**src/rtl/fifo_burst_drain_pkg.sv**
```systemverilog
// Shared types and sizing helpers for the FIFO burst-drain read path.
// The state encoding is fixed so that debug tooling can decode it.
package fifo_burst_drain_pkg;

  typedef enum logic [1:0] {
    ST_IDLE  = 2'd0,
    ST_BURST = 2'd1,
    ST_FLUSH = 2'd2
  } state_e;

  localparam int DEF_BURST_LEN = 16;
  localparam int DEF_TIMEOUT   = 64;

  // Counter widths must hold the terminal value n-1; never return less than 1 bit
  function automatic int beat_cnt_w(input int burst_len);
    return (burst_len < 2) ? 1 : $clog2(burst_len);
  endfunction

  function automatic int to_cnt_w(input int timeout);
    return (timeout < 2) ? 1 : $clog2(timeout);
  endfunction

endpackage

```
**src/rtl/fifo_burst_drain_stream_out_reg.sv**
```systemverilog
// Registered stream output stage: holds data/last while the consumer stalls.
// o_can_load tells the producer a new beat may be written this cycle.
module stream_out_reg #(
  parameter int DATA_WIDTH = 8
) (
  input  logic                  clk,
  input  logic                  reset_n,
  input  logic                  i_load,
  input  logic [DATA_WIDTH-1:0] i_data,
  input  logic                  i_last,
  input  logic                  i_ready,
  output logic                  o_valid,
  output logic [DATA_WIDTH-1:0] o_data,
  output logic                  o_last,
  output logic                  o_can_load
);

  logic                  r_valid;
  logic [DATA_WIDTH-1:0] r_data;
  logic                  r_last;

  always_ff @(posedge clk or negedge reset_n) begin
    if (!reset_n) begin
      r_valid <= 1'b0;
      r_data  <= '0;
      r_last  <= 1'b0;
    end else if (i_load) begin
      r_valid <= 1'b1;
      r_data  <= i_data;
      r_last  <= i_last;
    end else if (i_ready) begin
      r_valid <= 1'b0;
    end
  end

  assign o_valid    = r_valid;
  assign o_data     = r_data;
  assign o_last     = r_last;
  assign o_can_load = !r_valid || i_ready;

endmodule

```
**src/rtl/fifo_burst_drain.sv**
```systemverilog
// Drains the line-buffer FIFO into framed downstream bursts; partial data left
// idle for TIMEOUT cycles is flushed as single-beat bursts.
module fifo_burst_drain
  import fifo_burst_drain_pkg::*;
#(
  parameter int DATA_WIDTH = 8,
  parameter int BURST_LEN  = DEF_BURST_LEN,
  parameter int TIMEOUT    = DEF_TIMEOUT,
  parameter int CNT_WIDTH  = 16
) (
  input  logic                  clk,
  input  logic                  reset_n,
  input  logic                  i_fifo_valid,
  input  logic [DATA_WIDTH-1:0] i_fifo_data,
  input  logic                  i_fifo_almostempty,
  output logic                  o_fifo_ready,
  output logic                  o_valid,
  output logic [DATA_WIDTH-1:0] o_data,
  output logic                  o_last,
  input  logic                  i_ready,
  output logic                  o_busy,
  output logic                  o_flush,
  output logic [CNT_WIDTH-1:0]  o_burst_count
);

  localparam int BEAT_W = beat_cnt_w(BURST_LEN);
  localparam int TO_W   = to_cnt_w(TIMEOUT);
  localparam logic [BEAT_W-1:0] BEAT_LAST = BEAT_W'(BURST_LEN - 1);
  localparam logic [TO_W-1:0]   TO_LAST   = TO_W'(TIMEOUT - 1);

  state_e               r_state;
  logic [BEAT_W-1:0]    r_beat_cnt;
  logic [TO_W-1:0]      r_to_cnt;
  logic [CNT_WIDTH-1:0] r_burst_count;

  state_e               w_state_nxt;
  logic [BEAT_W-1:0]    w_beat_nxt;
  logic [TO_W-1:0]      w_to_nxt;
  logic                 w_fifo_ready;
  logic                 w_last;
  logic                 w_can_load;
  logic                 w_read;

  always_ff @(posedge clk or negedge reset_n) begin
    if (!reset_n) begin
      r_state       <= ST_IDLE;
      r_beat_cnt    <= '0;
      r_to_cnt      <= '0;
      r_burst_count <= '0;
    end else begin
      r_state    <= w_state_nxt;
      r_beat_cnt <= w_beat_nxt;
      r_to_cnt   <= w_to_nxt;
      if (o_valid && i_ready && o_last)
        r_burst_count <= r_burst_count + CNT_WIDTH'(1);
    end
  end

  always_comb begin
    w_state_nxt  = r_state;
    w_beat_nxt   = r_beat_cnt;
    w_to_nxt     = r_to_cnt;
    w_fifo_ready = 1'b0;
    w_last       = 1'b0;
    case (r_state)
      ST_IDLE: begin
        if (!i_fifo_almostempty) begin
          w_state_nxt = ST_BURST;
          w_beat_nxt  = '0;
          w_to_nxt    = '0;
        end else if (i_fifo_valid) begin
          if (r_to_cnt == TO_LAST) begin
            w_state_nxt = ST_FLUSH;
            w_to_nxt    = '0;
          end else begin
            w_to_nxt = r_to_cnt + TO_W'(1);
          end
        end else begin
          w_to_nxt = '0;
        end
      end
      ST_BURST: begin
        // Starvation simply stalls here; a burst only ends on its final beat
        w_fifo_ready = w_can_load;
        w_last       = (r_beat_cnt == BEAT_LAST);
        if (w_can_load && i_fifo_valid) begin
          if (w_last) begin
            w_state_nxt = ST_IDLE;
            w_beat_nxt  = '0;
          end else begin
            w_beat_nxt = r_beat_cnt + BEAT_W'(1);
          end
        end
      end
      ST_FLUSH: begin
        w_last = 1'b1;
        // No read on the cycle we hand over to a full burst
        w_fifo_ready = w_can_load && !(i_fifo_valid && !i_fifo_almostempty);
        if (!i_fifo_valid) begin
          w_state_nxt = ST_IDLE;
        end else if (!i_fifo_almostempty) begin
          w_state_nxt = ST_BURST;
          w_beat_nxt  = '0;
        end
      end
      default: w_state_nxt = ST_IDLE;
    endcase
  end

  assign w_read = w_fifo_ready && i_fifo_valid;

  stream_out_reg #(
    .DATA_WIDTH(DATA_WIDTH)
  ) u_out (
    .clk       (clk),
    .reset_n   (reset_n),
    .i_load    (w_read),
    .i_data    (i_fifo_data),
    .i_last    (w_last),
    .i_ready   (i_ready),
    .o_valid   (o_valid),
    .o_data    (o_data),
    .o_last    (o_last),
    .o_can_load(w_can_load)
  );

  assign o_fifo_ready  = w_fifo_ready;
  assign o_busy        = (r_state != ST_IDLE);
  assign o_flush       = (r_state == ST_FLUSH);
  assign o_burst_count = r_burst_count;

endmodule

```
**config.mk**
```make
export PLATFORM = sky130hd
export DESIGN_NAME = fifo_burst_drain
export DESIGN_NICKNAME = d
export VERILOG_FILES = /design/src/rtl/fifo_burst_drain_pkg.sv /design/src/rtl/fifo_burst_drain_stream_out_reg.sv /design/src/rtl/fifo_burst_drain.sv
export SDC_FILE = /design/constraint.sdc
export NUM_CORES = 1
export LEC_CHECK = 0
export BUFFER_PORTS_ARGS = -buffer_cell sky130_fd_sc_hd__clkbuf_2
export CORE_MARGIN = 2
export CORE_UTILIZATION = 48
export DETAILED_ROUTE_END_ITERATION = 12
export HOLD_SLACK_MARGIN = 0.02
export PLACE_DENSITY_LB_ADDON = 0.12
export SLEW_MARGIN = 40
export SYNTH_ARGS = -nofsm -noshare
export SYNTH_HDL_FRONTEND = slang
export SYNTH_SLANG_ARGS = --single-unit
```
**constraint.sdc**
```tcl
create_clock -name clk -period 1.5 [get_ports clk]
set_input_delay 0.075 -clock clk [delete_from_list [all_inputs] [get_ports clk]]
set_output_delay 0.075 -clock clk [all_outputs]
set_load 0.01 [all_outputs]
```
==> results_dict.tcl <==
set metrics [dict create \
    postLayoutCellArea_um2 2560 \
    critPathMaxStageDelay_ps 410 \
    antenna_violating_nets_remaining 0 \
    clock.fmax_mhz 628 \
    avgViaCountPerCell 5.28 \
    synth_cell_types 37 \
    critical_path.max_fanout 5 \
    netlist.area_leader.share_pct 52.0 \
    yosys-top-cells-count "sky130_fd_sc_hd__dfrtp_1 (38), sky130_fd_sc_hd__nand2_1 (17), sky130_fd_sc_hd__mux2_2 (11), sky130_fd_sc_hd__nand3_1 (11)" \
    initial_utilization_pct 49.9 \
    synth_xor_area_share_pct 7.19 \
    number_of_global_route_vias_before_repair 1615 \
    grt.total_usage_pct 21.3 \
    setup_repair_after_global_routing_missed_its_margin "true" \
    compound_gate_portion_of_the_synthesized_area_pct 10.3 \
    hold_fails_final_rpt 0 \
    filler_cell_count 270 \
    combinational_family_with_the_most_area_after_synthesis "simple AND/OR/NAND/NOR gates" \
    clk_root_buffer_cell "sky130_fd_sc_hd__clkbuf_8" \
    seq_area_frac_synth_pct 52.0 \
    critical_path_required_ps 1680 \
    worst_setup_path_end_kind "register" \
    wl_met1_um 1710 \
    dieWidth_um 65.7 \
    overflow 0 \
    worst_path_arrival_ps 1770 \
    report.final.slew_viol_count 0 \
    static_leakage_uw 0.00131 \
    ys_async_sr_fraction_pct 100 \
    timing.final.crit_period_ps 1590 \
    htree_levels 2 \
    dp_worst_setup_slack_ps -122 \
    post_drt_wl_per_cell_um 14.0 \
    synth_area_leader_cell "sky130_fd_sc_hd__dfrtp_1" \
    drt_first_pass_iters 4 \
    detailed_place.area_um2 2220 \
    largest_buffer_count_on_any_clock_path 2 \
    worst_slack_ps -93.2 \
    boundaryPins 42 \
    placed_cells_incl_taps 268 \
    cp.buffers_inverters 2 \
    synth-main-ff-cell "sky130_fd_sc_hd__dfrtp_1" \
    total_length_of_routed_met2_wires_um 2100 \
    grt_start_max_net_pins 39 \
    syn-num-nets 182 \
    area.sequential_um2 951 \
    layout-drive-gt1-share_pct 42.1 \
    post_synth_instance_area_um2 1830 \
    timing.max_slew.rel_slack_pct 67.8 \
    first_pass_grt_wire_length_um 6860 \
    fp.coreArea_um2 3660 \
    irDropWorstVdd_uv 1100 \
    place.detailed.hpwl_um 2870 \
    fin_crit_share_pct 106 \
    filler_free_cell_count_of_the_finished_design 288 \
    netlist_top_cells_area "sky130_fd_sc_hd__dfrtp_1 (52%), sky130_fd_sc_hd__mux2_2 (6.8%), sky130_fd_sc_hd__xnor2_1 (4.8%)" \
    insertedDiodeCount 0 \
    detailroute.via_count 1521 \
    footprint_of_the_multi_input_gates_um2 915 \
    portion_of_netlist_area_occupied_by_mux_cells_pct 7.32 \
    die_h_um 65.7 \
    start_kind "register" \
    worst_r2r_startpoint "r_state[0]$_DFFE_PN0P_" \
    cap_violations 0 \
    number_of_buffers_inserted_during_clock_tree_synthesis 5 \
    port-buffer-count 41 \
    synth_enable_flop_cells 0 \
    grt_antenna_before_repair 0 \
    failed_checks "setup timing" \
    clock-sinks 38 \
    power-per-cell-area_nw_per_um2 1470 \
    min-delay-path-class "in -> reg" \
    gpl.final_weighted_congestion 0.794 \
    startpoint "r_state[0]$_DFFE_PN0P_" \
    yosys_register_bits 38 \
    finClkSkew_ps 5.65 \
    clkLatencyLatePin_ps 290 \
    drc_marker_count_from_the_first_detailed_route_iteration 64 \
    synthesis.area_per_instance_um2 11.2 \
    synth-simple-area-share_pct 16.6 \
    floorplan.die_area_um2 4320 \
    final-setup-viol-count 13 \
    cp_slowest_cell "sky130_fd_sc_hd__dfrtp_1" \
    route.met3.wl_um 165 \
    synth-adder-area-share_pct 4.11 \
    worst_path_dominant_cell_family "flip-flops" \
    core.rowCount 22 \
    area.growth.synth_to_final_pct 40.0 \
    path_cells "buf_6, ha_4, a21oi_2, nand4b_1, buf_4, mux2_2" \
    dr.max_layer_used "met4" \
    ys_warn_count 0 \
    drt_drc_violations_left 0 \
    worst_slew_pin_slew_ps 483 \
    postRouteWirelength_um 4040 \
    run_status "finished with violations" \
    tritoncts "built" \
    critPathKind "reg -> reg" \
    whs_ps 32.9 \
    worst_hold_startpoint "i_fifo_data[2]" \
    clkSlewWorstSetupHoldPaths_ps 80 \
    synthMostInstantiatedCell "sky130_fd_sc_hd__dfrtp_1" \
    postSynthCellCount 163 \
    final_nets 258 \
]
[sequential cells by signal, summed over array words and instances, names as in the netlist]
name           cells
o_burst_count     16
u_out.o_data       8
r_to_cnt           6
r_beat_cnt         4
r_state            2
u_out.o_last       1
u_out.o_valid      1
[power breakdown]
| part | switching [uW] | leakage [uW] | internal (uW) |
|---|---|---|---|
| sequential | 154 | 0.000506 | 1230 |
| combinational | 623 | 0.000733 | 717 |
| clock | 371 | 0.0000683 | 666 |
| total | 1150 | 0.00131 | 2610 |
[layout make-up]
class / count / area share, %
clock inverters: 3 / 2.69
well taps: 48 / 2.35
clock buffers: 5 / 2.69
repair buffers: 73 / 18.5
multi-input cells: 115 / 35.7
flip-flops and latches: 38 / 37.2
inverters: 6 / 0.880
[per-stage QoR]
| step | power [uW] | TNS [ps] | utilization, % |
|---|---|---|---|
| 6_report | 3760 | -874 | 69.9 |
| 5_1_grt | 3990 | -2060 | 69.9 |
| 4_1_cts | 3650 | -657 | 68.0 |
| 3_5_place_dp | 2500 | -1310 | 60.8 |
| 3_3_place_gp | 2440 | -208 | 60.8 |
| 2_1_floorplan | 2020 | -323 | - |
[placed cells by master, fill, tap and decap left out, types with 2 or more instances in the layout]
master and n:
sky130_fd_sc_hd__clkbuf_2 40, sky130_fd_sc_hd__dfrtp_1 38, sky130_fd_sc_hd__buf_4 22, sky130_fd_sc_hd__nand2_1 15, sky130_fd_sc_hd__nand3_1 10, sky130_fd_sc_hd__xnor2_1 10
sky130_fd_sc_hd__dlygate4sd3_1 8, sky130_fd_sc_hd__o21ai_0 7, sky130_fd_sc_hd__mux2_2 6, sky130_fd_sc_hd__mux2_4 5, sky130_fd_sc_hd__xor2_1 5, sky130_fd_sc_hd__clkbuf_8 5
sky130_fd_sc_hd__and3_1 4, sky130_fd_sc_hd__nor2_1 4, sky130_fd_sc_hd__ha_1 4, sky130_fd_sc_hd__inv_2 3, sky130_fd_sc_hd__inv_1 3, sky130_fd_sc_hd__a21oi_1 3
sky130_fd_sc_hd__o21ai_1 3, sky130_fd_sc_hd__nand4_1 3, sky130_fd_sc_hd__nor3_1 3, sky130_fd_sc_hd__nand2_2 2, sky130_fd_sc_hd__a31oi_1 2, sky130_fd_sc_hd__and4_1 2
sky130_fd_sc_hd__nor2b_1 2, sky130_fd_sc_hd__o31ai_1 2, sky130_fd_sc_hd__a21o_1 2, sky130_fd_sc_hd__nor4_4 2, sky130_fd_sc_hd__o31ai_2 2, sky130_fd_sc_hd__ha_4 2
sky130_fd_sc_hd__bufinv_16 2, sky130_fd_sc_hd__buf_6 2
[logic make-up (layout without fill, tap and decap cells)]
group | count (synthesis) | in the layout
AOI/OAI and AO/OA | 29 | 29
buffers and inverters | 10 | 87
xor gates and xnor gates | 15 | 15
and+or+nand+nor | 53 | 53
DFF | 38 | 38
adders and majority gates | 6 | 6
muxes | 12 | 12
[per-layer routing]
metal,track usage (%),vias to the layer above
li1,-,736
met1,24.3,746
met2,37.6,32
met3,5.82,7
met4,7.81,0
met5,0,-
[timing repair]
item,in CTS,in global routing
gates cloned,0,1
setup endpoints to repair,15,21
endpoints found under the hold margin,45,0
pin swaps,2,4
gates resized for setup,8,19
hold buffers,8,0
setup buffers,2,1
[path summary, 6_finish.rpt]
path	cells past startpoint	slack, ps	to
worst min-delay path	2	30	u_out.o_data[2]$_DFFE_PN0P_
max in group asynchronous	3	800	r_state[1]$_DFFE_PN0P_
worst max register to register	6	-90	u_out.o_data[3]$_DFFE_PN0P_
worst min register to register	1	480	o_burst_count[15]$_DFFE_PN0P_
min in group asynchronous	3	360	r_beat_cnt[2]$_DFFE_PN0P_
worst max-delay path	6	-90	u_out.o_data[3]$_DFFE_PN0P_
(Power assumes the default switching activity.)
